$ cat config.mk
export PLATFORM = sky130hd
export DESIGN_NAME = bcd_add_seq_flat
export DESIGN_NICKNAME = d
export VERILOG_FILES = /design/src/rtl/bcd_add_seq_if.sv /design/src/rtl/bcd_add_seq.sv /design/src/flat_wrapper.sv
export SDC_FILE = /design/constraint.sdc
export NUM_CORES = 1
export LEC_CHECK = 0
export ABC_AREA = 1
export BUFFER_PORTS_ARGS = -buffer_cell sky130_fd_sc_hd__buf_2
export CAP_MARGIN = 0
export CORE_UTILIZATION = 48
export DETAILED_ROUTE_END_ITERATION = 7
export GPL_ROUTABILITY_DRIVEN = 0
export PLACE_DENSITY_LB_ADDON = 0.08
export SLEW_MARGIN = 25
export SYNTH_ARGS = -nofsm -noshare
export SYNTH_HDL_FRONTEND = slang
export SYNTH_SLANG_ARGS = --single-unit
export TNS_END_PERCENT = 30
$ cat constraint.sdc
create_clock -name clk -period 1.7 [get_ports clk]
set_clock_uncertainty 0.05 [all_clocks]
set_input_delay 0.34 -clock clk [delete_from_list [all_inputs] [get_ports clk]]
set_output_delay 0.34 -clock clk [all_outputs]
set_load 0.02 [all_outputs]
$ cat src/rtl/bcd_add_seq_if.sv
// Operand/result handshake bundle for the digit-serial BCD add sequencer.
// master = requester (drives operands and start), slave = sequencer.
interface bcd_add_seq_if #(
   parameter int DIGITS = 2
);
   logic                  start;
   logic [4*DIGITS-1:0]   a_bcd;
   logic [4*DIGITS-1:0]   b_bcd;
   logic                  cin;
   logic [4*DIGITS-1:0]   sum_bcd;
   logic                  cout;
   logic                  busy;
   logic                  done;
   logic                  err;

   modport master (
      output start, a_bcd, b_bcd, cin,
      input  sum_bcd, cout, busy, done, err
   );

   modport slave (
      input  start, a_bcd, b_bcd, cin,
      output sum_bcd, cout, busy, done, err
   );
endinterface

$ cat src/rtl/bcd_add_seq.sv
// Digit-serial sequencer driving a shared single-digit decimal adder, LSD first.
// Optional invalid-digit check is built only when BCD_ADD_SEQ_CHECK_EN is defined.
//
// state  | meaning
// S_IDLE | waiting for start; result registers hold last answer
// S_ADD  | one digit per clock through the shared adder
// S_DONE | one-cycle completion pulse, results stable
module bcd_add_seq #(
   parameter int DIGITS = 2
) (
   input  logic          clk,
   input  logic          rst,
   bcd_add_seq_if.slave  bus,
   output logic [3:0]    add_a,
   output logic [3:0]    add_b,
   output logic          add_cin,
   input  logic [3:0]    add_s,
   input  logic          add_cout
);

   localparam int W     = 4 * DIGITS;
   localparam int IDX_W = (DIGITS > 1) ? $clog2(DIGITS) : 1;

   typedef enum logic [1:0] {
      S_IDLE = 2'd0,
      S_ADD  = 2'd1,
      S_DONE = 2'd2
   } state_t;

   state_t             state;
   state_t             state_nxt;
   logic [W-1:0]       a_reg;
   logic [W-1:0]       b_reg;
   logic               carry;
   logic [IDX_W-1:0]   idx;
   logic               last_dig;
   logic [3:0]         dig_a;
   logic [3:0]         dig_b;
   logic               start_bad;
   logic [W-1:0]       sum_reg;
   logic               cout_reg;
   logic               err_reg;
   logic               busy_c;
   logic               done_c;

   always_comb begin
      dig_a = 4'd0;
      dig_b = 4'd0;
      for (int i = 0; i < DIGITS; i++) begin
         if (idx == IDX_W'(i)) begin
            dig_a = a_reg[4*i +: 4];
            dig_b = b_reg[4*i +: 4];
         end
      end
   end

   assign last_dig = (idx == IDX_W'(DIGITS - 1));

`ifdef BCD_ADD_SEQ_CHECK_EN
   always_comb begin
      start_bad = 1'b0;
      for (int i = 0; i < DIGITS; i++) begin
         if ((bus.a_bcd[4*i +: 4] > 4'd9) || (bus.b_bcd[4*i +: 4] > 4'd9))
            start_bad = 1'b1;
      end
   end

   always_ff @(posedge clk) begin
      if (rst)
         err_reg <= 1'b0;
      else if ((state == S_IDLE) && bus.start)
         err_reg <= start_bad;
   end
`else
   assign start_bad = 1'b0;
   assign err_reg   = 1'b0;
`endif

   always_ff @(posedge clk) begin
      if (rst)
         state <= S_IDLE;
      else
         state <= state_nxt;
   end

   always_comb begin
      state_nxt = state;
      busy_c    = 1'b0;
      done_c    = 1'b0;
      add_a     = 4'd0;
      add_b     = 4'd0;
      add_cin   = 1'b0;
      case (state)
         S_IDLE: begin
            if (bus.start)
               state_nxt = start_bad ? S_DONE : S_ADD;
         end
         S_ADD: begin
            busy_c  = 1'b1;
            add_a   = dig_a;
            add_b   = dig_b;
            add_cin = carry;
            if (last_dig)
               state_nxt = S_DONE;
         end
         S_DONE: begin
            busy_c    = 1'b1;
            done_c    = 1'b1;
            state_nxt = S_IDLE;
         end
         default: state_nxt = S_IDLE;
      endcase
   end

   // add_s is captured on the same edge that advances idx; no pipelining of the adder
   always_ff @(posedge clk) begin
      if (rst) begin
         a_reg    <= '0;
         b_reg    <= '0;
         carry    <= 1'b0;
         idx      <= '0;
         sum_reg  <= '0;
         cout_reg <= 1'b0;
      end else begin
         case (state)
            S_IDLE: begin
               if (bus.start) begin
                  a_reg <= bus.a_bcd;
                  b_reg <= bus.b_bcd;
                  carry <= bus.cin;
                  idx   <= '0;
                  if (start_bad) begin
                     sum_reg  <= '0;
                     cout_reg <= 1'b0;
                  end
               end
            end
            S_ADD: begin
               for (int i = 0; i < DIGITS; i++) begin
                  if (idx == IDX_W'(i))
                     sum_reg[4*i +: 4] <= add_s;
               end
               carry <= add_cout;
               idx   <= idx + 1'b1;
               if (last_dig)
                  cout_reg <= add_cout;
            end
            default: ;
         endcase
      end
   end

   assign bus.sum_bcd = sum_reg;
   assign bus.cout    = cout_reg;
   assign bus.err     = err_reg;
   assign bus.busy    = busy_c;
   assign bus.done    = done_c;

endmodule

$ cat src/flat_wrapper.sv
// flat-port wrapper written by rule: the top's interface ports become plain ports
module bcd_add_seq_flat 
#(
   parameter int DIGITS = 2
)
  (clk, rst, add_a, add_b, add_cin, add_s, add_cout, bus_start, bus_a_bcd, bus_b_bcd, bus_cin, bus_sum_bcd, bus_cout, bus_busy, bus_done, bus_err);
  bcd_add_seq_if #(.DIGITS(DIGITS)) bus_i ();
  input  logic clk;
  input  logic rst;
  output logic [3:0] add_a;
  output logic [3:0] add_b;
  output logic add_cin;
  input  logic [3:0] add_s;
  input  logic add_cout;
  input wire logic [$bits(bus_i.start)-1:0] bus_start;
  input wire logic [$bits(bus_i.a_bcd)-1:0] bus_a_bcd;
  input wire logic [$bits(bus_i.b_bcd)-1:0] bus_b_bcd;
  input wire logic [$bits(bus_i.cin)-1:0] bus_cin;
  output wire logic [$bits(bus_i.sum_bcd)-1:0] bus_sum_bcd;
  output wire logic [$bits(bus_i.cout)-1:0] bus_cout;
  output wire logic [$bits(bus_i.busy)-1:0] bus_busy;
  output wire logic [$bits(bus_i.done)-1:0] bus_done;
  output wire logic [$bits(bus_i.err)-1:0] bus_err;
  assign bus_i.start = bus_start;
  assign bus_i.a_bcd = bus_a_bcd;
  assign bus_i.b_bcd = bus_b_bcd;
  assign bus_i.cin = bus_cin;
  assign bus_sum_bcd = bus_i.sum_bcd;
  assign bus_cout = bus_i.cout;
  assign bus_busy = bus_i.busy;
  assign bus_done = bus_i.done;
  assign bus_err = bus_i.err;
  bcd_add_seq #(.DIGITS(DIGITS)) u_core (.clk(clk), .rst(rst), .bus(bus_i), .add_a(add_a), .add_b(add_b), .add_cin(add_cin), .add_s(add_s), .add_cout(add_cout));
endmodule
# Word-level counts from Yosys, hierarchy flattened

Cells that the tools add are included.
W data, S select, Z words.

Register bits: 29
Bits of input ports: 25
Output and inout bits: 21
Logic and storage cells: 36

Add/subtract/negate cells: 1
Eq/ne operators: 4
Muxes and demuxes: 14
Bitwise gates (word level): 1
Reductions and logical operators: 8

Operators by type and width:

| cell                  | count |
|---|---|
| $mux W4               | 4 |
| $reduce_and A2 Y1     | 5 |
| $mux W1               | 5 |
| $mux W2               | 2 |
| $pmux W1 S2           | 2 |
| $pmux W2 S2           | 1 |
| $eq A2 B1 Y1 const B  | 1 |
| $eq A2 B2 Y1 const B  | 1 |
| $logic_not A2 Y1      | 1 |
| $ne A2 B1 Y1 const B  | 1 |
| $ne A2 B2 Y1 const B  | 1 |
| $reduce_bool A2 Y1    | 1 |
| $reduce_or A2 Y1      | 1 |
| $add A1 B1 Y1 const B | 1 |
| $not A1 Y1            | 1 |

# Longest topological paths before layout

Depth after elaboration: 3
Depth in mapped cells: 7
Depth with buffers taken out: 7

# Worst setup path after synthesis

OpenSTA, ideal clock, no wires.

Path type: register -> output
Start point: register u_core.state[1]
End point: output add_a[0]
Data arrival time: 1083 ps
Data required time: 1310 ps
Slack: 227 ps
Cell stages (with the launch flop): 6
Path buffers: 1
Cells stage by stage: dfxtp_1 -> inv_1 -> ha_1 -> clkbuf_2 -> o21ai_0 -> nor2_1

Cells in the longest elaborated chain, start to end: 2

Ends and longest elaborated chain:

| what                   | RTL line           | source |
|---|---|---|
| from (decl)            | bcd_add_seq.sv:30  | `state_t state;` |
| from (signal assigned) | bcd_add_seq.sv:83  | `state <= state_nxt;` |
| $eq A2 B1 Y1           | bcd_add_seq.sv:93  | `case (state)` |
| $mux W4                | bcd_add_seq.sv:93  |  |
| to (decl)              | flat_wrapper.sv:10 | `output logic [3:0] add_a;` |

No other way between the ends.

# Worst setup path in the final report

Start point: register u_core.state[1]
End point: output add_a[1]

Same word-level chain as after synthesis.

==> reports/metrics.cfg <==
[setup_path]
cp_slowest_cell = dfxtp_2
reg2reg_slack_ns = 0.30
path_class = register to output pin
cpPeakStageDelay_ns = 0.35
crit_path_end_kind = output pin
crit_fanout = 5
path_cells = inv_4 > ha_4 > buf_6 > o21ai_2 > nor2_1 > buf_4
critPathBufInv = 3
cp_top_family = flip-flops
arrival_ns = 1.33
cp.required_ns = 1.31
crit_path_start_kind = register

[logic_synthesis]
synthTopCellsByCount = nor2_1 (70), dfxtp_1 (29), o21ai_0 (28)
synth_area_per_cell_um2 = 7.243
synth.most_common_cell = nor2_1
synth_seq_cells = 29
seq_area_frac_synth = 0.4453
ys_async_sr_fraction = 0
synth_largest_area_cell = dfxtp_1
synth.net_count = 210
synth.area.top_cells = dfxtp_1 (45%), nor2_1 (20%), o21ai_0 (11%), ha_1 (4.8%), nand2_1 (3.7%)
synth.distinct_cells = 21
synth_area_mm2 = 0.001304
synth_top_area_share = 0.4453
synthFlopType = dfxtp_1
synth-edff-count = 0
syn_inst = 180
yosys_warnings = 0

[outcome]
outcome = complete, but fails checks
violations = negative setup slack

[final_layout]
diodes = 0
final_nets = 260
fin_cells = 261
area_growth_pct = 28.41
fin_util = 0.6637
fillers = 232
drive_above_1_share = 0.3203

[clock_tree]
clk_pin_slew_worst_paths_ns = 0.10
cts_max_level = 2
root_buffer = clkbuf_4
cts.sinks = 29
hold_buffers = 0
cts_buffers = 5
clock_path_buffers = 2
cts_tree = done
clk_latency_ns = 0.33

[global_routing]
grt_pass1_wl_um = 4464
grt_usage = 0.2208
grt_max_degree = 29
grt_pass1_vias = 1076
grt-ovfl-total = 0
antenna_found_initial = 0

[floorplanning]
die_area_mm2 = 0.002928
core_area_mm2 = 0.002522
die_w_um = 54.12
floorplan.rows = 18
start_util = 0.5169
die_y_um = 54.12
pin_count = 46

[pwr]
vdd_drop_max_v = 0.001233
power_density_mw_per_mm2 = 1678
leakagePower_nw = 0.8451

[min_path]
hp-class = input pin to register

[drt]
drtIter0Drc = 28
vias = 1259
drtPass1Iterations = 4
vias_per_cell = 4.824
drc = 0
drtAntennaViolNets = 0
wire_per_inst_um = 11.43
wl_um = 2983

[sta]
period_needed_ns = 1.715
max_freq_mhz = 583.0
hold_slack_ns = 0.1363
fin_crit_sh = 1.009
worst_slack_ns = -0.01534
rsz0062_at_grt = yes
slew_viol_final = 0
hold_viol_final = 0
finalSetupViolCount = 4

[job]
cap_violations = 0

[placement]
dp.cells = 248
portBuffers = 44
hpwl_um = 1972

[report_power, final]
group	switching [mW]	total, mW	internal [mW]
clock	0.255	0.494	0.239
sequential	0.127	1.02	0.892
combinational	0.796	1.30	0.499
total	1.18	2.81	1.63
[layer usage]
metal	global-route usage	share of wire	vias to the layer above
met4	0.1154	0.019	0
met3	0.07627	0.059	6
li1	-	-	667
met5	0	0	-
met1	0.2627	0.48	549
met2	0.3477	0.44	37
[cell usage in the layout, fill, tap and decap left out, types with 2 or more instances in the layout]
cell type	synthesis	routed
clkbuf_8	0	2
o21ai_0	28	24
buf_2	1	35
buf_6	1	2
o21ai_1	5	7
o21ai_2	0	2
nand2_1	13	13
ha_1	5	4
dfxtp_1	29	26
buf_4	2	13
inv_2	3	3
nand2_2	2	2
inv_1	8	7
dfxtp_2	0	2
a21oi_1	2	2
clkbuf_4	0	5
nor2_1	70	70
nand3_1	3	3
[what timing repair did]
| item | 4_1_cts | 5_1_grt |
|---|---|---|
| gates resized for setup | 14 | 12 |
| setup buffers | 1 | 4 |
| pin swaps | 0 | 4 |
| setup endpoints to repair | 9 | 9 |
| hold endpoints to repair | 0 | 0 |
[metrics by stage]
stage / setup WS (ns) / TNS [ns] / total power, mW / instance area (µm²)
after floorplan: 0.2273 / 0 / 1.899 / 1304
after global placement: 0.1085 / 0 / 2.112 / 1508
after detailed placement: 0.07766 / 0 / 2.149 / 1508
after CTS: -0.01021 / -0.02674 / 2.720 / 1622
after global routing: -0.07575 / -0.3890 / 3.034 / 1674
final: -0.01534 / -0.03323 / 2.809 / 1674
[worst reg2reg max path, delay by kind of cell (launching register included)]
family,cells,cell delay (ns)
flops,1,0.36
buf+inv,3,0.28
fa+ha+maj,1,0.23
simple gates,3,0.37
[logic make-up (layout without fill, tap and decap cells)]
family / count (synthesis) / after routing / synth area share
and+or+nand+nor: 90 / 90 / 0.2773
adders and majority gates: 5 / 5 / 0.04798
buffers and inverters: 19 / 70 / 0.08541
other: 1 / 1 / 0.002876
AOI/OAI and AO/OA: 36 / 36 / 0.1411
DFF: 29 / 29 / 0.4453
[area by class of cell]
class                   instances  area [µm²]  area share
clock inverters                 1       5.005    0.002990
well taps                      30       37.54     0.02242
multi-input cells             132       631.9      0.3774
flip-flops and latches         29       586.8      0.3505
inverters                      12       52.55     0.03139
repair buffers                 50       295.3      0.1764
clock buffers                   7       65.06     0.03886
[final timing paths]
kind,startpoint,to,cells past startpoint
min,rst,u_core.idx,2
max,u_core.state[1],add_a[1],6
max reg2reg,u_core.state[1],u_core.b_reg[4],7
min reg2reg,u_core.bus.sum_bcd[5],u_core.bus.sum_bcd[5],2
Note: power is estimated with default switching activity, not from simulation.
